$ cat src/rtl/fetch_pkg.sv
// ----------------------------------------------------------------------------
// fetch_pkg
//   Shared definitions for the fetch sequencer:
//     - fetch_state_e : sequencer states (IDLE, FETCH, HOLD, DROP)
//     - PCSRC_*       : encodings of the Execute-stage redirect select
//     - NOP_INSTR     : canonical NOP (addi x0, x0, 0) used to flush IF/ID
//     - is_redirect() : true when a PCsrc value requests a control transfer
// ----------------------------------------------------------------------------
package fetch_pkg;

    typedef enum logic [1:0] {
        IDLE  = 2'd0,   // no request outstanding, about to issue one
        FETCH = 2'd1,   // request outstanding, response will be used
        HOLD  = 2'd2,   // response parked in the skid buffer, IF/ID stalled
        DROP  = 2'd3    // request outstanding, response will be discarded
    } fetch_state_e;

    localparam logic [1:0] PCSRC_PLUS4  = 2'b00;
    localparam logic [1:0] PCSRC_BRANCH = 2'b01;
    localparam logic [1:0] PCSRC_JALR   = 2'b10;

    localparam logic [31:0] NOP_INSTR = 32'h0000_0013;

    // 2'b11 is reserved and behaves like sequential fetch.
    function automatic logic is_redirect(input logic [1:0] pcsrc);
        return (pcsrc == PCSRC_BRANCH) || (pcsrc == PCSRC_JALR);
    endfunction

endpackage : fetch_pkg

$ cat src/rtl/fetch_skid.sv
// ----------------------------------------------------------------------------
// fetch_skid
//   One-entry holding buffer for an instruction word that returned from
//   instruction memory while decode was stalled. The entry carries the word
//   and the address it was fetched from.
//
//   Ports
//     clk      in   clock
//     rst      in   synchronous active-high reset (empties the buffer)
//     load_i   in   capture {instr_i, pc_i}, mark entry valid
//     pop_i    in   entry consumed, mark empty
//     clear_i  in   discard the entry (wrong-path flush); wins over load/pop
//     instr_i  in   instruction word to capture
//     pc_i     in   fetch address of instr_i
//     valid_o  out  entry holds a word
//     instr_o  out  buffered instruction word
//     pc_o     out  buffered fetch address
// ----------------------------------------------------------------------------
module fetch_skid #(
    parameter int unsigned WIDTH = 32
) (
    input  logic             clk,
    input  logic             rst,
    input  logic             load_i,
    input  logic             pop_i,
    input  logic             clear_i,
    input  logic [WIDTH-1:0] instr_i,
    input  logic [WIDTH-1:0] pc_i,
    output logic             valid_o,
    output logic [WIDTH-1:0] instr_o,
    output logic [WIDTH-1:0] pc_o
);

    logic             valid_q, valid_d;
    logic [WIDTH-1:0] instr_q;
    logic [WIDTH-1:0] pc_q;

    always_comb begin
        // NOTE: the next-state value is defaulted before any condition so
        // every path assigns it and no latch is inferred.
        valid_d = valid_q;
        if (clear_i) begin
            valid_d = 1'b0;
        end else if (load_i) begin
            valid_d = 1'b1;
        end else if (pop_i) begin
            valid_d = 1'b0;
        end
    end

    // NOTE: flops are written with non-blocking assignments so every
    // register in the design samples its pre-edge inputs, independent of
    // block evaluation order.
    always_ff @(posedge clk) begin
        if (rst) begin
            valid_q <= 1'b0;
        end else begin
            valid_q <= valid_d;
        end
    end

    // NOTE: the payload is only ever read while valid_q is set, so it has no
    // reset and stays a plain enable register.
    always_ff @(posedge clk) begin
        if (load_i && !clear_i) begin
            instr_q <= instr_i;
            pc_q    <= pc_i;
        end
    end

    assign valid_o = valid_q;
    assign instr_o = instr_q;
    assign pc_o    = pc_q;

endmodule : fetch_skid

$ cat src/rtl/fetch_sequencer.sv
// ----------------------------------------------------------------------------
// fetch_sequencer
//   Owns the fetch PC (PCF), drives a single-outstanding-request instruction
//   memory port, applies Execute-stage redirects and fills the IF/ID register.
//   Decode stalls are absorbed by a one-entry skid buffer; responses to
//   wrong-path requests are drained and discarded.
//
//   Parameters
//     WIDTH     datapath / address width
//     RESET_PC  PCF value after reset
//
//   Ports
//     clk          in   clock
//     rst          in   synchronous active-high reset
//     PCsrc        in   redirect select: 00 none, 01 PCE+ImmExtE,
//                       10 {ALUResultE[W-1:1],0}, 11 none
//     PCE          in   PC of the instruction in Execute
//     ImmExtE      in   sign-extended immediate in Execute
//     ALUResultE   in   ALU result in Execute (JALR target)
//     StallD       in   hazard unit: hold IF/ID
//     imem_req     out  fetch request
//     imem_addr    out  fetch address, stable while imem_req=1
//     imem_rvalid  in   response valid, ends the outstanding request
//     imem_rdata   in   instruction word
//     PCF          out  next PC to be fetched
//     InstrD       out  IF/ID instruction
//     PCD          out  IF/ID PC
//     PCPlus4D     out  IF/ID PC+4
//     ValidD       out  IF/ID holds a real instruction
// ----------------------------------------------------------------------------
module fetch_sequencer
    import fetch_pkg::*;
#(
    parameter int unsigned      WIDTH    = 32,
    parameter logic [WIDTH-1:0] RESET_PC = '0
) (
    input  logic             clk,
    input  logic             rst,
    input  logic [1:0]       PCsrc,
    input  logic [WIDTH-1:0] PCE,
    input  logic [WIDTH-1:0] ImmExtE,
    input  logic [WIDTH-1:0] ALUResultE,
    input  logic             StallD,
    output logic             imem_req,
    output logic [WIDTH-1:0] imem_addr,
    input  logic             imem_rvalid,
    input  logic [WIDTH-1:0] imem_rdata,
    output logic [WIDTH-1:0] PCF,
    output logic [WIDTH-1:0] InstrD,
    output logic [WIDTH-1:0] PCD,
    output logic [WIDTH-1:0] PCPlus4D,
    output logic             ValidD
);

    localparam logic [WIDTH-1:0] PC_STEP = WIDTH'(4);
    localparam logic [WIDTH-1:0] NOP_W   = WIDTH'(NOP_INSTR);

    // ------------------------------------------------------------------
    // State
    // ------------------------------------------------------------------
    fetch_state_e     state_q, state_d;
    logic [WIDTH-1:0] pcf_q, pcf_d;
    logic [WIDTH-1:0] addr_q, addr_d;

    logic [WIDTH-1:0] ifid_instr_q, ifid_instr_d;
    logic [WIDTH-1:0] ifid_pc_q, ifid_pc_d;
    logic [WIDTH-1:0] ifid_pc4_q, ifid_pc4_d;
    logic             ifid_valid_q, ifid_valid_d;

    logic             skid_load;
    logic             skid_pop;
    logic             skid_clear;
    logic             skid_valid;
    logic [WIDTH-1:0] skid_instr;
    logic [WIDTH-1:0] skid_pc;

    // ------------------------------------------------------------------
    // Redirect target mux (modulo 2^WIDTH; JALR only clears bit 0)
    // ------------------------------------------------------------------
    logic             redirect;
    logic [WIDTH-1:0] target;

    always_comb begin
        redirect = is_redirect(PCsrc);
        target   = pcf_q;
        case (PCsrc)
            PCSRC_BRANCH: target = PCE + ImmExtE;
            PCSRC_JALR:   target = {ALUResultE[WIDTH-1:1], 1'b0};
            default:      target = pcf_q;
        endcase
    end

    // ------------------------------------------------------------------
    // Skid buffer
    // ------------------------------------------------------------------
    fetch_skid #(
        .WIDTH (WIDTH)
    ) u_skid (
        .clk     (clk),
        .rst     (rst),
        .load_i  (skid_load),
        .pop_i   (skid_pop),
        .clear_i (skid_clear),
        .instr_i (imem_rdata),
        .pc_i    (addr_q),
        .valid_o (skid_valid),
        .instr_o (skid_instr),
        .pc_o    (skid_pc)
    );

    // ------------------------------------------------------------------
    // Next-state logic
    // ------------------------------------------------------------------
    always_comb begin
        state_d      = state_q;
        pcf_d        = pcf_q;
        addr_d       = addr_q;
        ifid_instr_d = ifid_instr_q;
        ifid_pc_d    = ifid_pc_q;
        ifid_pc4_d   = ifid_pc4_q;
        ifid_valid_d = ifid_valid_q;
        skid_load    = 1'b0;
        skid_pop     = 1'b0;
        skid_clear   = 1'b0;

        if (redirect) begin
            // Flush overrides any stall. PCD/PCPlus4D are left as they were;
            // ValidD=0 is what tells decode the slot is empty.
            ifid_instr_d = NOP_W;
            ifid_valid_d = 1'b0;
            skid_clear   = 1'b1;
            pcf_d        = target;
            if ((state_q == FETCH || state_q == DROP) && !imem_rvalid) begin
                // A request is still in flight on the old address: keep it
                // on the bus and wait to throw its response away.
                state_d = DROP;
            end else begin
                // Nothing in flight any more (including a DROP whose stale
                // response lands this very cycle): start on the new path.
                state_d = FETCH;
                addr_d  = target;
            end
        end else begin
            case (state_q)
                IDLE: begin
                    state_d = FETCH;
                    addr_d  = pcf_q;
                end

                FETCH: begin
                    if (imem_rvalid) begin
                        if (StallD && ifid_valid_q) begin
                            skid_load = 1'b1;
                            state_d   = HOLD;
                        end else begin
                            // PC+4 is taken from the address actually fetched.
                            ifid_instr_d = imem_rdata;
                            ifid_pc_d    = addr_q;
                            ifid_pc4_d   = addr_q + PC_STEP;
                            ifid_valid_d = 1'b1;
                            pcf_d        = pcf_q + PC_STEP;
                            addr_d       = addr_q + PC_STEP;
                        end
                    end
                end

                HOLD: begin
                    if (!skid_valid) begin
                        // Defensive: never strand the sequencer without a word.
                        state_d = FETCH;
                        addr_d  = pcf_q;
                    end else if (!StallD) begin
                        ifid_instr_d = skid_instr;
                        ifid_pc_d    = skid_pc;
                        ifid_pc4_d   = skid_pc + PC_STEP;
                        ifid_valid_d = 1'b1;
                        skid_pop     = 1'b1;
                        pcf_d        = pcf_q + PC_STEP;
                        addr_d       = pcf_q + PC_STEP;
                        state_d      = FETCH;
                    end
                end

                DROP: begin
                    // The stale word is dropped; PCF already holds the
                    // latest redirect target.
                    if (imem_rvalid) begin
                        addr_d  = pcf_q;
                        state_d = FETCH;
                    end
                end

                default: begin
                    state_d = IDLE;
                end
            endcase
        end
    end

    // ------------------------------------------------------------------
    // Registers
    // ------------------------------------------------------------------
    always_ff @(posedge clk) begin
        if (rst) begin
            state_q      <= IDLE;
            pcf_q        <= RESET_PC;
            addr_q       <= RESET_PC;
            ifid_instr_q <= NOP_W;
            ifid_pc_q    <= '0;
            ifid_pc4_q   <= '0;
            ifid_valid_q <= 1'b0;
        end else begin
            state_q      <= state_d;
            pcf_q        <= pcf_d;
            addr_q       <= addr_d;
            ifid_instr_q <= ifid_instr_d;
            ifid_pc_q    <= ifid_pc_d;
            ifid_pc4_q   <= ifid_pc4_d;
            ifid_valid_q <= ifid_valid_d;
        end
    end

    // ------------------------------------------------------------------
    // Outputs
    // ------------------------------------------------------------------
    assign imem_req  = (state_q == FETCH) || (state_q == DROP);
    assign imem_addr = addr_q;
    assign PCF       = pcf_q;
    assign InstrD    = ifid_instr_q;
    assign PCD       = ifid_pc_q;
    assign PCPlus4D  = ifid_pc4_q;
    assign ValidD    = ifid_valid_q;

endmodule : fetch_sequencer
$ cat config.mk
export PLATFORM = sky130hd
export DESIGN_NAME = fetch_sequencer
export DESIGN_NICKNAME = d
export VERILOG_FILES = /design/src/rtl/fetch_pkg.sv /design/src/rtl/fetch_skid.sv /design/src/rtl/fetch_sequencer.sv
export SDC_FILE = /design/constraint.sdc
export NUM_CORES = 1
export LEC_CHECK = 0
export ABC_CLOCK_PERIOD_IN_PS = 10600
export CORE_ASPECT_RATIO = 1.2
export CORE_MARGIN = 8
export CORE_UTILIZATION = 45
export CTS_CLUSTER_SIZE = 14
export DETAILED_ROUTE_END_ITERATION = 6
export PLACE_DENSITY = 0.72
export SLEW_MARGIN = 15
export SYNTH_ARGS = -nofsm -noshare
export SYNTH_HDL_FRONTEND = slang
export SYNTH_SLANG_ARGS = --single-unit
$ cat constraint.sdc
create_clock -name clk -period 10.6 [get_ports clk]
set_clock_uncertainty 0.05 [all_clocks]
set_input_delay 2.12 -clock clk [delete_from_list [all_inputs] [get_ports clk]]
set_output_delay 2.12 -clock clk [all_outputs]
set_load 0.005 [all_outputs]
==> metrics.txt <==
run status=finished clean; switching power=0.749 mW; crit path launch=PCsrc[0]; Net count, final=1949; most used cell, CP=buf_4; Crit Reg-Reg Startpoint=state_q[0]; clk sink count=226; R2R setup slack=6.29 ns; number of synthesized flops with an enable pin=64; CP Cell Sequence=clkdlybuf4s50_1, inv_1, ha_2, buf_4, nand2_1, nor3_2, buf_4; Yosys reg bits=226; Primary FF master, synth=dfxtp_1; Syn Nets=1729; fin crit share=49.7%; worst skew pair latency=0.52 ns; CTS tree=yes; Leak Pwr=5.97 nW; vias in the first global route=12400; M1 GR Usage=31.0%; final wirelength=44700 um; H-tree depth=1; Final setup viols=0; Int Power=1.72 mW; DIE AREA=0.0358 mm2; Clock power frac=33.3%; synthesis-to-layout area growth=28.8%; Worst EP arrival=5.35 ns; number of hold buffers added after CTS=0; Antenna Cells=0; fin util=58.7%; TritonRoute pass-1 iters=6; Routed WL per cell=20.5 um; met3 usage=6.22%; Fmax achieved=0.190 GHz; Tot GR Track Use=24.0%; Reg2Reg Depth=12; initial antenna violation count=2; root buf cell=clkbuf_16; GR Overflow Total=0; pre-CTS WS=4.86 ns; cts repair resizes=0; CTS Buf Count=23; gpl congestion=0.905; layout cells sized above 1=5.80%; first-pass GRT wire length=70300 um; Setup WS post-layout=5.33 ns; Die Ht=206 um; synthesized cell area=0.0135 mm2; WP data required=10.67 ns; largest net degree at the start of global routing=93; placeable core area=0.0296 mm2; Starting Density=45.6%; Final Critical Period=5.27 ns; met2 GRT Util=39.2%; vias per cell=5.87; Mapped Cells=1555; CTS Buffer Depth=3; clock transition at the registers of the reported paths=0.06 ns; FP Rows=69; CP Capture Type=flip-flop; port bufs=294; buffer count from post-CTS setup fixing=0; Slowest-stage cell, CP=buf_4; synth unique cells=92; Via Count=12800; CP Launch Type=input port; switch share=30.3%; residual DRC count=0; asr flop ratio synth=0%; Tot Pwr=2.47 mW; relative slew slack=29.2%; maximum fanout along the worst path=65; RR Endpoint=PCPlus4D[24]; VDD IR-drop max=101 uV; 1st-iter DRT viols=946; post-synthesis sequential area ratio=38.3%; worst-margin pin slew=1.06 ns; combinational share of power=25.6%; GRT Max-Usage Layer=met2; Ys Warns=0; Final Hold Vio Count=0; CP Class=input port to flip-flop; Seq pwr share=41.1%; Min-Delay Path Class=flip-flop to flip-flop; setup TNS=0 ns; fin. max-slew vios=0; num ports=296; Max Cap Violations=0; RSZ-0062 raised after global routing=false; Largest stage delay, worst path=0.74 ns; Pwr per Cell Area=142 mW/mm2; DIE WIDTH=174 um; Setup crit end=u_skid.instr_o[26]; Avg Cell Area, Syn=8.68 um2; detailed placer's ending HPWL=33500 um; Antenna Violating Nets Remaining=0
[cell usage in the layout, fill, tap and decap left out, drive strengths merged, types with 29 or more instances in the layout]
cell type      Yosys  routed
a211oi           101     101
a21oi            115     115
clkbuf            85      29
clkdlybuf4s50      0     293
dfxtp            162     162
edfxtp            64      64
ha                39      39
inv               29      30
mux2i             69      69
nand2            141     141
nand3             51      51
nor2             187     187
nor3              34      34
o21ai             67      67
xnor2             45      45
xor2              43      43
[worst min-delay path by stage]
stage	start	to	slack [ns]	cells after the start
finish	PCPlus4D[27]	PCPlus4D[27]	0.41	2
global route	PCPlus4D[4]	PCPlus4D[4]	0.43	2
CTS	PCPlus4D[27]	PCPlus4D[27]	0.41	2
detailed placement	PCPlus4D[27]	PCPlus4D[27]	0.40	2
global placement	PCPlus4D[9]	PCPlus4D[9]	0.39	2
floorplan	PCPlus4D[13]	PCPlus4D[13]	0.40	2
[synth_stat cells (30+ instances only)]
library cell	n	share of area [%]
a21oi_1	107	4.0
nand2_1	141	3.9
xor2_1	43	2.8
clkbuf_1	84	2.3
edfxtp_1	64	14
mux2i_1	69	5.1
nor2_1	186	5.2
ha_1	39	3.6
xnor2_1	45	2.9
dfxtp_1	162	24
nor3_1	30	1.1
o21ai_0	59	2.2
nand3_1	48	1.8
a211oi_1	100	5.6
[area by class of cell]
cell class	instances	area (um2)
Timing Repair Buffer	310	3060
Multi-Input combinational cell	1184	7800
Tap cell	390	488
Clock buffer	29	608
Inverter	30	113
Sequential cell	226	5160
Fill cell	2637	12200
Clock inverter	13	146
[power by group through the flow]
| stage | sequential [mW] | clock, mW | combinational [mW] |
|---|---|---|---|
| finish | 1.01 | 0.824 | 0.633 |
| global route | 1.02 | 0.872 | 0.692 |
| CTS | 1.01 | 0.836 | 0.634 |
| detailed placement | 1.03 | 0 | 0.631 |
| global placement | 1.03 | 0 | 0.625 |
| floorplan | 1.02 | 0 | 0.355 |
[through the flow]
step / hold WS (ns) / area [um2] / cells
after floorplan: 0.398 / 13500 / 1555
after global placement: 0.390 / 16600 / 2140
after detailed placement: 0.399 / 16600 / 2140
after CTS: 0.408 / 17400 / 2182
after global routing: 0.430 / 17400 / 2182
final: 0.407 / 17400 / 2182
[cell families after synthesis]
logic type,Yosys count,synth area share [%]
simple gates,528,18.7
compound gates,459,24.0
flops,226,38.3
buf+inv,145,4.37
xor+xnor,88,5.71
mux,69,5.12
fa+ha+maj,40,3.76
[per-layer routing]
metal | up-vias | share of wire (%)
met5 | - | 0.072
met4 | 4 | 2.5
met3 | 66 | 8.7
met2 | 586 | 45
met1 | 5956 | 43
li1 | 6198 | -
[sequential cells by signal, summed over array words and instances (netlist names)]
register / count
imem_addr: 32
PCF: 32
u_skid.valid_o: 1
state_q: 2
PCPlus4D: 30
u_skid.pc_o: 32
InstrD: 32
PCD: 32
ValidD: 1
u_skid.instr_o: 32
[worst max-delay path: cells and delay by family]
kind | cells | cell delay (ns)
buffers and inverters | 4 | 1.92
adder cells (fa/ha/maj) | 1 | 0.69
AND/OR/NAND/NOR | 2 | 0.53
No activity file was read; power rests on OpenSTA's default activity.
